`src/rtl/control_sequencer.sv`:
```
// control_sequencer
//   Microsequencer for the basic processor. Fetches, decodes and executes one
//   instruction at a time and drives the datapath/memory strobes on the shared
//   sysbus. Memory accesses handshake on mem_ready, and a wait-state counter
//   moves the machine to a sticky FAULT state when memory stalls too long.
//
// Ports
//   clock      in   system clock, rising edge
//   reset      in   synchronous, active-high; returns to IDLE, clears wait counter
//   start      in   leave IDLE and begin fetching (ignored elsewhere)
//   op         in   opcode field from IR, valid from DECODE onward
//   z_flag     in   ACC==0 flag from the ALU
//   mem_ready  in   memory completed the current access this cycle
//   PC_bus .. R_NW  out  datapath / memory strobes
//   busy       out  FSM is neither in IDLE nor in FAULT
//   instr_done out  last cycle of each instruction
//   fault      out  memory timeout occurred; held until reset

module control_sequencer #(
  parameter int unsigned OP_W     = 3,
  parameter int unsigned WAIT_MAX = 15
) (
  input  logic            clock,
  input  logic            reset,
  input  logic            start,
  input  logic [OP_W-1:0] op,
  input  logic            z_flag,
  input  logic            mem_ready,
  output logic            PC_bus,
  output logic            load_PC,
  output logic            INC_PC,
  output logic            IR_bus,
  output logic            load_IR,
  output logic            load_MAR,
  output logic            MDR_bus,
  output logic            load_MDR,
  output logic            ACC_bus,
  output logic            load_ACC,
  output logic            ALU_add,
  output logic            ALU_sub,
  output logic            CS,
  output logic            R_NW,
  output logic            busy,
  output logic            instr_done,
  output logic            fault
);

  // Counter only has to reach WAIT_MAX-1.
  localparam int unsigned CNT_W = (WAIT_MAX > 2) ? $clog2(WAIT_MAX) : 1;
  localparam logic [CNT_W-1:0] WAIT_LAST = CNT_W'(WAIT_MAX - 1);

  localparam logic [OP_W-1:0] OP_LOAD  = OP_W'(0);
  localparam logic [OP_W-1:0] OP_STORE = OP_W'(1);
  localparam logic [OP_W-1:0] OP_ADD   = OP_W'(2);
  localparam logic [OP_W-1:0] OP_SUB   = OP_W'(3);
  localparam logic [OP_W-1:0] OP_BNE   = OP_W'(4);
  localparam logic [OP_W-1:0] OP_JMP   = OP_W'(5);
  localparam logic [OP_W-1:0] OP_NOP   = OP_W'(6);
  localparam logic [OP_W-1:0] OP_HALT  = OP_W'(7);

  typedef enum logic [3:0] {
    S_IDLE,
    S_F_ADDR,
    S_F_READ,
    S_F_IR,
    S_DECODE,
    S_X_READ,
    S_X_WB,
    S_X_STA,
    S_X_STW,
    S_FAULT
  } state_t;

  state_t           state_q, state_d;
  logic [CNT_W-1:0] wait_q, wait_d;
  logic             stall_timeout;

  assign stall_timeout = !mem_ready && (wait_q == WAIT_LAST);

  always_ff @(posedge clock) begin
    if (reset) begin
      state_q <= S_IDLE;
      wait_q  <= '0;
    end else begin
      state_q <= state_d;
      wait_q  <= wait_d;
    end
  end

  // Next state. The wait counter is zeroed on every transition into a memory
  // state, so it always counts stalls of the current access only.
  always_comb begin
    state_d = state_q;
    wait_d  = wait_q;
    unique case (state_q)
      S_IDLE:   if (start) state_d = S_F_ADDR;
      S_F_ADDR: begin
        state_d = S_F_READ;
        wait_d  = '0;
      end
      S_F_READ: begin
        if (mem_ready)          state_d = S_F_IR;
        else if (stall_timeout) state_d = S_FAULT;
        else                    wait_d  = wait_q + 1'b1;
      end
      S_F_IR:   state_d = S_DECODE;
      S_DECODE: begin
        case (op)
          OP_LOAD, OP_ADD, OP_SUB: begin
            state_d = S_X_READ;
            wait_d  = '0;
          end
          OP_STORE: state_d = S_X_STA;
          OP_HALT:  state_d = S_IDLE;
          default:  state_d = S_F_ADDR;
        endcase
      end
      S_X_READ: begin
        if (mem_ready)          state_d = S_X_WB;
        else if (stall_timeout) state_d = S_FAULT;
        else                    wait_d  = wait_q + 1'b1;
      end
      S_X_WB:   state_d = S_F_ADDR;
      S_X_STA: begin
        state_d = S_X_STW;
        wait_d  = '0;
      end
      S_X_STW: begin
        if (mem_ready)          state_d = S_F_ADDR;
        else if (stall_timeout) state_d = S_FAULT;
        else                    wait_d  = wait_q + 1'b1;
      end
      S_FAULT:  state_d = S_FAULT;
      default:  state_d = S_IDLE;
    endcase
  end

  // Strobes are decoded from the current state together with same-cycle
  // op/z_flag/mem_ready, so the datapath latches on the cycle memory answers.
  always_comb begin
    PC_bus     = 1'b0;
    load_PC    = 1'b0;
    INC_PC     = 1'b0;
    IR_bus     = 1'b0;
    load_IR    = 1'b0;
    load_MAR   = 1'b0;
    MDR_bus    = 1'b0;
    load_MDR   = 1'b0;
    ACC_bus    = 1'b0;
    load_ACC   = 1'b0;
    ALU_add    = 1'b0;
    ALU_sub    = 1'b0;
    CS         = 1'b0;
    R_NW       = 1'b0;
    instr_done = 1'b0;
    busy       = (state_q != S_IDLE) && (state_q != S_FAULT);
    fault      = (state_q == S_FAULT);
    unique case (state_q)
      S_F_ADDR: begin
        PC_bus   = 1'b1;
        load_MAR = 1'b1;
        load_PC  = 1'b1;
        INC_PC   = 1'b1;
      end
      S_F_READ, S_X_READ: begin
        CS       = 1'b1;
        R_NW     = 1'b1;
        load_MDR = mem_ready;
      end
      S_F_IR: begin
        MDR_bus = 1'b1;
        load_IR = 1'b1;
      end
      S_DECODE: begin
        IR_bus = 1'b1;
        case (op)
          OP_LOAD, OP_ADD, OP_SUB, OP_STORE: load_MAR = 1'b1;
          OP_JMP: begin
            load_PC    = 1'b1;
            instr_done = 1'b1;
          end
          OP_BNE: begin
            load_PC    = !z_flag;
            instr_done = 1'b1;
          end
          OP_NOP, OP_HALT: instr_done = 1'b1;
          default: ;
        endcase
      end
      S_X_WB: begin
        MDR_bus    = 1'b1;
        load_ACC   = 1'b1;
        ALU_add    = (op == OP_ADD);
        ALU_sub    = (op == OP_SUB);
        instr_done = 1'b1;
      end
      S_X_STA: begin
        ACC_bus  = 1'b1;
        load_MDR = 1'b1;
      end
      S_X_STW: begin
        MDR_bus    = 1'b1;
        CS         = 1'b1;
        instr_done = mem_ready;
      end
      default: ;
    endcase
  end

endmodule

```
`config.mk`:
```
export PLATFORM = sky130hd
export DESIGN_NAME = control_sequencer
export DESIGN_NICKNAME = d
export VERILOG_FILES = /design/src/rtl/control_sequencer.sv
export SDC_FILE = /design/constraint.sdc
export NUM_CORES = 1
export LEC_CHECK = 0
export CAP_MARGIN = 10
export CORE_MARGIN = 2
export CORE_UTILIZATION = 49
export DETAILED_ROUTE_END_ITERATION = 12
export PLACE_DENSITY_LB_ADDON = 0.08
export SYNTH_ARGS = -nofsm -noshare
export SYNTH_HDL_FRONTEND = slang
export SYNTH_SLANG_ARGS = --single-unit
```
`constraint.sdc`:
```
create_clock -name clock -period 5.4 [get_ports clock]
set_input_delay 0.81 -clock clock [delete_from_list [all_inputs] [get_ports clock]]
set_output_delay 0.81 -clock clock [all_outputs]
set_load 0.02 [all_outputs]
```
## Word-level counts from Yosys, hierarchy flattened

Index checks and enable logic that the tools add are counted.

| cells by class | value |
|---|---|
| add/subtract/negate cells | 1 |
| equality and inequality tests | 22 |
| muxes and demuxes | 28 |
| reduce and logical (&&, ||, !) cells | 16 |

Operators with widths:

| operator | count |
|---|---|
| case mux 4 bit (10 select lines) | 1 |
| two-way mux 4 bit | 8 |
| == test 4 x 3 -> 1 bit (second input constant) | 4 |
| == test 3 bit (second input constant) | 4 |
| == test 4 bit (second input constant) | 3 |
| two-way mux 1 bit | 12 |
| case mux 4 bit (3 select lines) | 1 |
| case mux 3 bit (3 select lines) | 1 |
| OR reduction 3 bit | 3 |
| == test 4 x 2 -> 1 bit (second input constant) | 2 |
| case mux 1 bit (2 select lines) | 4 |
| OR reduction 4 bit | 2 |
| == test 3 x 2 -> 1 bit (second input constant) | 2 |
| inequality test 2 bit (second input constant) | 3 |
| adder 4 x 1 -> 4 bit (second input constant) | 1 |
| == test 4 x 1 -> 1 bit (second input constant) | 1 |
| logical NOT 4 bit | 1 |
| inequality test 4 bit (second input constant) | 1 |
| AND reduction 4 bit | 1 |
| nonzero test 4 bit | 1 |
| OR reduction 2 bit | 2 |
| == test 3 x 1 -> 1 bit (second input constant) | 1 |
| logical NOT 3 bit | 1 |
| case mux 1 bit (3 select lines) | 1 |
| 4 further kinds | 6 |

| storage, ports and cells | value |
|---|---|
| flip-flop bits (word level) | 8 |
| input port bits | 8 |
| output and inout port bits | 17 |
| word-level logic and storage cells | 69 |

## Depth between registers and ports, before layout

| depth | value |
|---|---|
| depth after elaboration | 5 |
| gate-level depth with buffers | 8 |
| gate-level depth less buffers | 7 |

## Worst setup path after synthesis

No wires, ideal clock.

| timing path | value |
|---|---|
| path type | register to output |
| start | register state_q[2] |
| end | output port ALU_add |
| arrival | 1925 ps |
| data required time | 4590 ps |
| path slack | 2665 ps |
| stages on the path, launching flop included | 5 |
| path buffers | 1 |
| cells stage by stage | dfxtp_1 buf_2 nand2_1 nor3_1 nor4bb_1 |

| on the way | value |
|---|---|
| cells in the longest elaborated chain, start to end | 2 |

Ends and longest elaborated chain:

| what | RTL line | text |
|---|---|---|
| start: declaration | 74 | `state_t state_q, state_d;` |
| start signal: assignment | 85 | `state_q <= state_d;` |
| == test 4 x 3 -> 1 bit | 158 | `unique case (state_q)` |
| two-way mux 1 bit | 158 |  |
| end: declaration | 39 | `output logic ALU_add,` |

Every way passes these cells.

## Final worst setup path

| timing path | value |
|---|---|
| start | input port op[2] |
| end | output port load_PC |

| on the way | value |
|---|---|
| cells in the longest elaborated chain, start to end | 3 |
| elaborated cells on any way between the ends | 4 |
| classes of those cells | 2 x eq/ne; 2 x mux |

Ends and longest elaborated chain:

| what | RTL line | text |
|---|---|---|
| start: declaration | 26 | `input logic [OP_W-1:0] op,` |
| == test 3 bit | 176 | `case (op)` |
| case mux 1 bit (2 select lines) * | 176 |  |
| case mux 1 bit (2 select lines) * | 158 |  |
| end: declaration | 30 | `output logic load_PC,` |

Mark *: on every way between the ends. The rest lies on a longest branch, timed or not.

==> summary.md <==
| Metric | Value |
|---|---|
| Critical Path, Cell by Cell | `clkdlybuf4s50_1 > o21ai_0 > o31ai_1 > clkdlybuf4s50_1` |
| Clock Latency Late Sink | `0.25 ns` |
| Site Rows | `14` |
| CTS root buf | `clkbuf_4` |
| Top_reg_cell synth | `dfxtp_1` |
| Worst path most repeated cell | `clkdlybuf4s50_1` |
| Grt total ovfl | `0` |
| Diode count | `0` |
| Max Clock Freq | `0.310 GHz` |
| R2R setup slack | `3.23 ns` |
| Worst vdd ir | `0.107 mV` |
| Worst min path class | `reg -> reg` |
| Drt total wl | `2160 um` |
| Layout cell share with drive strength beyond 1 | `0.0775` |
| Global-route wire length before repair | `3440 um` |
| DR pass1 iterations | `4` |
| Final net count | `141` |
| WHS | `0.511 ns` |
| Avg Cell Area, Syn | `7.51 um^2` |
| Fin crit share | `0.598` |
| Place WS | `2.16 ns` |
| Post-synthesis net count | `120` |
| Leakage | `0.407 nW` |
| CTS tree | `built` |
| Max-cap violations | `0` |
| Critical path type | `in -> out` |
| Crit path capture type | `output port` |
| Critical Path RT | `4.59 ns` |
| Final Skew | `0.00473 ns` |
| Setup TNS | `0 ns` |
| Slew Limit Headroom | `0.551` |
| Core area | `1540 um^2` |
| PostCTS Resize Cnt | `0` |
| Routability Congestion | `0.860` |
| Setup slack after layout | `2.17 ns` |
| Sink Count | `8` |
| Critical-path maximum fanout | `10` |
| Delay-heaviest family, CP | `buffers and inverters` |
| Routed Antenna Nets | `0` |
| Io pins | `25` |
| GRT Total Usage | `0.229` |
| Vias in the first global route | `787` |
| Pwr Density | `190 nW/um^2` |
| Number of synthesized flops with an enable pin | `0` |
| Port bufs | `24` |
| Clock Path Buffers | `2` |
| Slew @ Worst Pin | `0.673 ns` |
| Dpl hpwl | `1540 um` |
| Synthesis Warnings | `0` |
| RSZ-0062 raised after global routing | `no` |
| CP max-delay cell | `clkdlybuf4s50_1` |
| Final Max Tran Viols | `0` |
| Vias | `915` |
| Setup Buffers After CTS | `0` |
| Mapped Cells | `110` |
| Largest net degree at the start of global routing | `22` |
| Layout overhead on the synthesized area | `26.8%` |
| Reg2reg start | `state_q[0]` |
| Vias per cell | `6.31` |
| Hold path start | `wait_q[1]` |
| Hold Path Depth | `2` |
| DRC violations left | `0` |
| Hold-fix buffers at CTS | `0` |
| CP Data Arrival Time | `2.42 ns` |
| Final setup viols | `0` |
| WHS Endpoint | `wait_q[1]` |
| H-tree depth | `1` |
| Initial Util | `0.536` |
| Critical path's largest stage delay | `0.64 ns` |
| Register area share after synthesis | `0.194` |
| Status | `complete, no violations` |
| Final hold vios | `0` |
| Die ar. | `2030 um^2` |
| DR iter-0 viols | `29` |
| Vert. Die Dim | `45.1 um` |
| Worst-path clk slew | `0.06 ns` |
| Antenna violations before repair | `0` |
| CTS buffer count | `3` |
| Worst r2r path cells | `5` |
| Mapped cell area | `826 um^2` |
| Bufs and invs on worst path | `2` |
| Seq cells post-synth | `8` |
| Final min period | `3.23 ns` |
| FFs w/ async S/R, synth | `0` |
| Count of cell types in the netlist | `45` |
| Die width | `45.1 um` |
| WL/cell | `14.9 um` |
| Reg-to-reg endpoint | `wait_q[3]` |
| CP startpoint kind | `input port` |
-- final cells by class --
type | instances | area (um^2)
multi-input combinational | 86 | 574
fill | 134 | 494
timing repair buffer | 24 | 240
sequential | 8 | 160
inverter | 8 | 30.0
clock buffer | 3 | 22.5
tap | 16 | 20.0
-- worst max-delay path by stage --
| stage | end | cells after the start | slack (ns) | start |
|---|---|---|---|---|
| after floorplan | ALU_add | 4 | 2.67 | state_q[2] |
| after global placement | load_PC | 4 | 2.19 | op[2] |
| after detailed placement | load_PC | 4 | 2.16 | op[2] |
| after CTS | load_PC | 4 | 2.15 | op[2] |
| after global routing | load_PC | 4 | 2.08 | op[2] |
| final | load_PC | 4 | 2.17 | op[2] |
-- power by group --
part           internal [mW]  switching (mW)  total, mW
combinational         0.0385          0.0430     0.0814
sequential            0.0618          0.0109     0.0727
clock                 0.0254          0.0199     0.0453
-- placed cells by master (no fill, tap or decap), types with 3 or more instances in the layout --
| master | synthesis | layout |
|---|---|---|
| a21oi_1 | 7 | 7 |
| inv_1 | 7 | 7 |
| nor3_1 | 5 | 5 |
| dfxtp_1 | 8 | 8 |
| o31ai_1 | 5 | 5 |
| nand2_1 | 7 | 7 |
| nand3_1 | 8 | 8 |
| clkbuf_4 | 0 | 3 |
| clkdlybuf4s50_1 | 0 | 24 |
| o21ai_1 | 3 | 3 |
| nor2_1 | 11 | 11 |
| a21o_1 | 4 | 4 |
-- routing by layer --
layer,global-route usage,part of all wire
met1,0.309,0.46
met2,0.357,0.45
met3,0.0440,0.080
met4,0.0882,0.013
met5,0,0
-- metrics by stage --
step                      area [um^2]   util  cells  power [mW]
after floorplan                   826      -    110       0.127
after global placement           1020  0.665    142       0.154
after detailed placement         1020  0.665    142       0.154
after CTS                        1050  0.679    145       0.200
after global routing             1050  0.679    145       0.210
final                            1050  0.679    145       0.199
-- sequential cells by signal, indices dropped and copies added, names as in the netlist --
signal   count
state_q      4
wait_q       4
-- logic make-up (layout without fill, tap and decap cells) --
logic type / Yosys count / after routing / share of synthesized area
XOR/XNOR: 1 / 1 / 0.0106
AO/OA/AOI/OAI: 32 / 32 / 0.289
multiplexers: 1 / 1 / 0.0121
AND/OR/NAND/NOR: 50 / 50 / 0.353
adder cells (fa/ha/maj): 2 / 2 / 0.0303
buffers and inverters: 16 / 35 / 0.111
flip-flops: 8 / 8 / 0.194
-- worst reg2reg max path, delay by kind of cell (launching register included) --
kind / cells / cell delay [ns]
DFF: 1 / 0.75
and+or+nand+nor: 2 / 0.73
AOI/OAI and AO/OA: 3 / 0.65
-- synthesized netlist by cell type, drive strengths merged, types with 3 or more instances --
cell type,instances,area [um^2]
o31ai,5,37.5
buf,5,40.0
dfxtp,8,160
nor2,11,41.3
clkbuf,3,21.3
nand2,7,26.3
o21ai,5,25.0
a31oi,3,33.8
nor3,6,35.0
inv,8,30.0
a21o,4,30.0
a21oi,7,35.0
nand3,9,50.1
(Power assumes the default switching activity.)
==> edit, RTL diff (same flow settings) <==
Register the output `fault`, cleared by the reset; this adds one clock of latency there. The other outputs are not delayed to match.
--- a/src/rtl/control_sequencer.sv
+++ b/src/rtl/control_sequencer.sv
@@ -71,6 +71,8 @@
     S_FAULT
   } state_t;
 
+  logic fault_d;
+
   state_t           state_q, state_d;
   logic [CNT_W-1:0] wait_q, wait_d;
   logic             stall_timeout;
@@ -154,7 +156,7 @@
     R_NW       = 1'b0;
     instr_done = 1'b0;
     busy       = (state_q != S_IDLE) && (state_q != S_FAULT);
-    fault      = (state_q == S_FAULT);
+    fault_d    = (state_q == S_FAULT);
     unique case (state_q)
       S_F_ADDR: begin
         PC_bus   = 1'b1;
@@ -207,5 +209,13 @@
     endcase
   end
 
+  always_ff @(posedge clock) begin
+    if (reset) begin
+      fault <= '0;
+    end else begin
+      fault <= fault_d;
+    end
+  end
+
 endmodule
 
Formal check against the unedited RTL: same outputs for any inputs over 10 cycles, from zero or initial values and one cycle with reset high; that may be too few to reach the edited logic, so the function may still have changed.
==> edit against the original RTL <==
Hold slack worse by 0.0049 ns; synthesized area is 6.7% higher; routed wire length is 11% higher; worst setup slack worse by 0.11 ns; core utilization is 1.5 points lower; sequential cell count is 1 higher; critical endpoint is now load_MDR; non-clock buffer count stayed put; cell area is 8.4% higher; largest power group unchanged; critical path type is now reg -> out; power is 54% higher.
==> edit: results (changes against the original RTL) <==
detailed_routing:
  vias: 1013  # +11%
  m1WireLength_um: 1040  # +6.0%
  dr.pass1.iters: 4  # unchanged
  wl_um: 2390  # +11%
  initialDrtViolationCount: 22  # -24%
  wl_met2_um: 1160  # +19%
  top_layer_used: "met4"
  routed-wl-met3_um: 149  # -13%
clock_network:
  cts_max_level: 1  # unchanged
  clk_path_buf_depth: 2  # unchanged
  cts-root-buf: "clkbuf_4"
  clkTransAtPathRegs_ns: 0.07
  ctsResizeCount: 0  # unchanged
  numCtsBuffers: 3  # unchanged
  insertion_delay_ns: 0.27  # +0.02 ns
  post_cts_buffers: 0  # unchanged
global_routing:
  grt_usage: 0.253  # +0.0240
  grt_max_degree: 23  # +4.5%
  grt_pass1_vias: 888  # +13%
  antenna_found_initial: 0  # unchanged
  grt_pass1_wl_um: 3880  # +13%
final_layout:
  drive_above_1_share: 0.0629  # -0.0146
  n_antenna_cell: 0  # unchanged
  final_nets: 154  # +9.2%
  reg_top3: "state_q: 4 flops, wait_q: 4 flops, fault: 1 flops"
  nFillCells: 165  # +23%
timing:
  slew_headroom: 0.546  # -0.00447
  skew_ns: 0.000717  # -0.00401 ns
critical_path:
  path_max_fanout: 19  # +9
  crit_family: "buffers and inverters"
  critPathSlowestCell: "dfxtp_1"
  max_stage_delay_ns: 0.76  # +0.12 ns
power:
  vdd_ir_drop_max_uv: 223  # +110%
  p_leak_nw: 0.434  # +6.4%
yosys:
  synth_commonest_cells: "nor2_1, dfxtp_1, nand2_1"
  async_flop_share: 0  # unchanged
  ys_seq_area_frac: 0.205  # +0.0106
  yosys_most_used_dff: "dfxtp_1"
  synth_cell_type_count: 44  # -2.2%
  yosys-top-cells-area: "dfxtp_1, nor2_1, nand2_1"
  yosysWarnings: 0  # unchanged
  synth_nets: 135  # +13%
placement:
  gp_congestion: 0.877  # +2.0%
  portBuffers: 24  # unchanged
  hpwl_um: 1710  # +11%
  dp_slack_ns: 2.19  # +0.0297 ns
hold_path:
  hp-class: "reg -> reg"
status:
  status: "completed"
-- edit: cell types whose count changed in the layout (fill, tap and decap cells not counted), moves of 3 or more --
cell and change:
nand4_1 +4, nand3_1 -5, o21ai_1 -3, a22oi_1 +4, nor2_1 +7, a21o_1 -3
-- edit: worst min-delay path, stage by stage, from the launching register on --
cell	delay, ns
dfxtp_1	0.34
o31ai_1	0.07
a21boi_1	0.05
-- edit: cells by family (layout without fill, tap and decap cells) --
| kind of cell | after synthesis | after routing | synth area share |
|---|---|---|---|
| compound gates | 35 | 35 | 0.286 |
| xor+xnor | 2 | 2 | 0.0199 |
| fa+ha+maj | 2 | 2 | 0.0284 |
| buf+inv | 17 | 35 | 0.0810 |
| flops | 9 | 9 | 0.205 |
| mux | 2 | 2 | 0.0241 |
| simple gates | 58 | 58 | 0.357 |
-- edit: worst paths after layout --
path                                  from        end  slack, ns  depth (start not counted)
worst max-delay path            state_q[2]   load_MDR       2.06                          6
worst min-delay path             wait_q[3]  wait_q[3]       0.51                          2
worst min register to register   wait_q[3]  wait_q[3]       0.51                          2
worst max register to register  state_q[2]  wait_q[3]       3.16                          5
-- edit: report_power, final --
part           switching (W)  internal, W
registers          0.0000203    0.0000712
logic              0.0000856    0.0000737
clock network      0.0000287    0.0000275
-- edit: metrics by stage --
step | util | instances | power, W | area (um^2)
2_1_floorplan | - | 125 | 0.000198 | 881
3_3_place_gp | 0.648 | 164 | 0.000248 | 1110
3_5_place_dp | 0.648 | 164 | 0.000250 | 1110
4_1_cts | 0.664 | 168 | 0.000307 | 1130
5_1_grt | 0.664 | 168 | 0.000327 | 1130
6_report | 0.664 | 168 | 0.000307 | 1130
-- edit: layer usage --
layer	vias to the layer above	global-route usage
met4	0	0.0857
met3	5	0.0471
li1	498	-
met5	-	0
met1	480	0.319
met2	30	0.425
-- edit: layout make-up --
| class | instances | area [um^2] | area share |
|---|---|---|---|
| clock buffers | 3 | 22.5 | 0.0198 |
| clock inverters | 1 | 5.00 | 0.00441 |
| inverters | 7 | 26.3 | 0.0232 |
| multi-input cells | 99 | 629 | 0.555 |
| flip-flops and latches | 9 | 180 | 0.159 |
| well taps | 25 | 31.3 | 0.0276 |
| repair buffers | 24 | 240 | 0.212 |
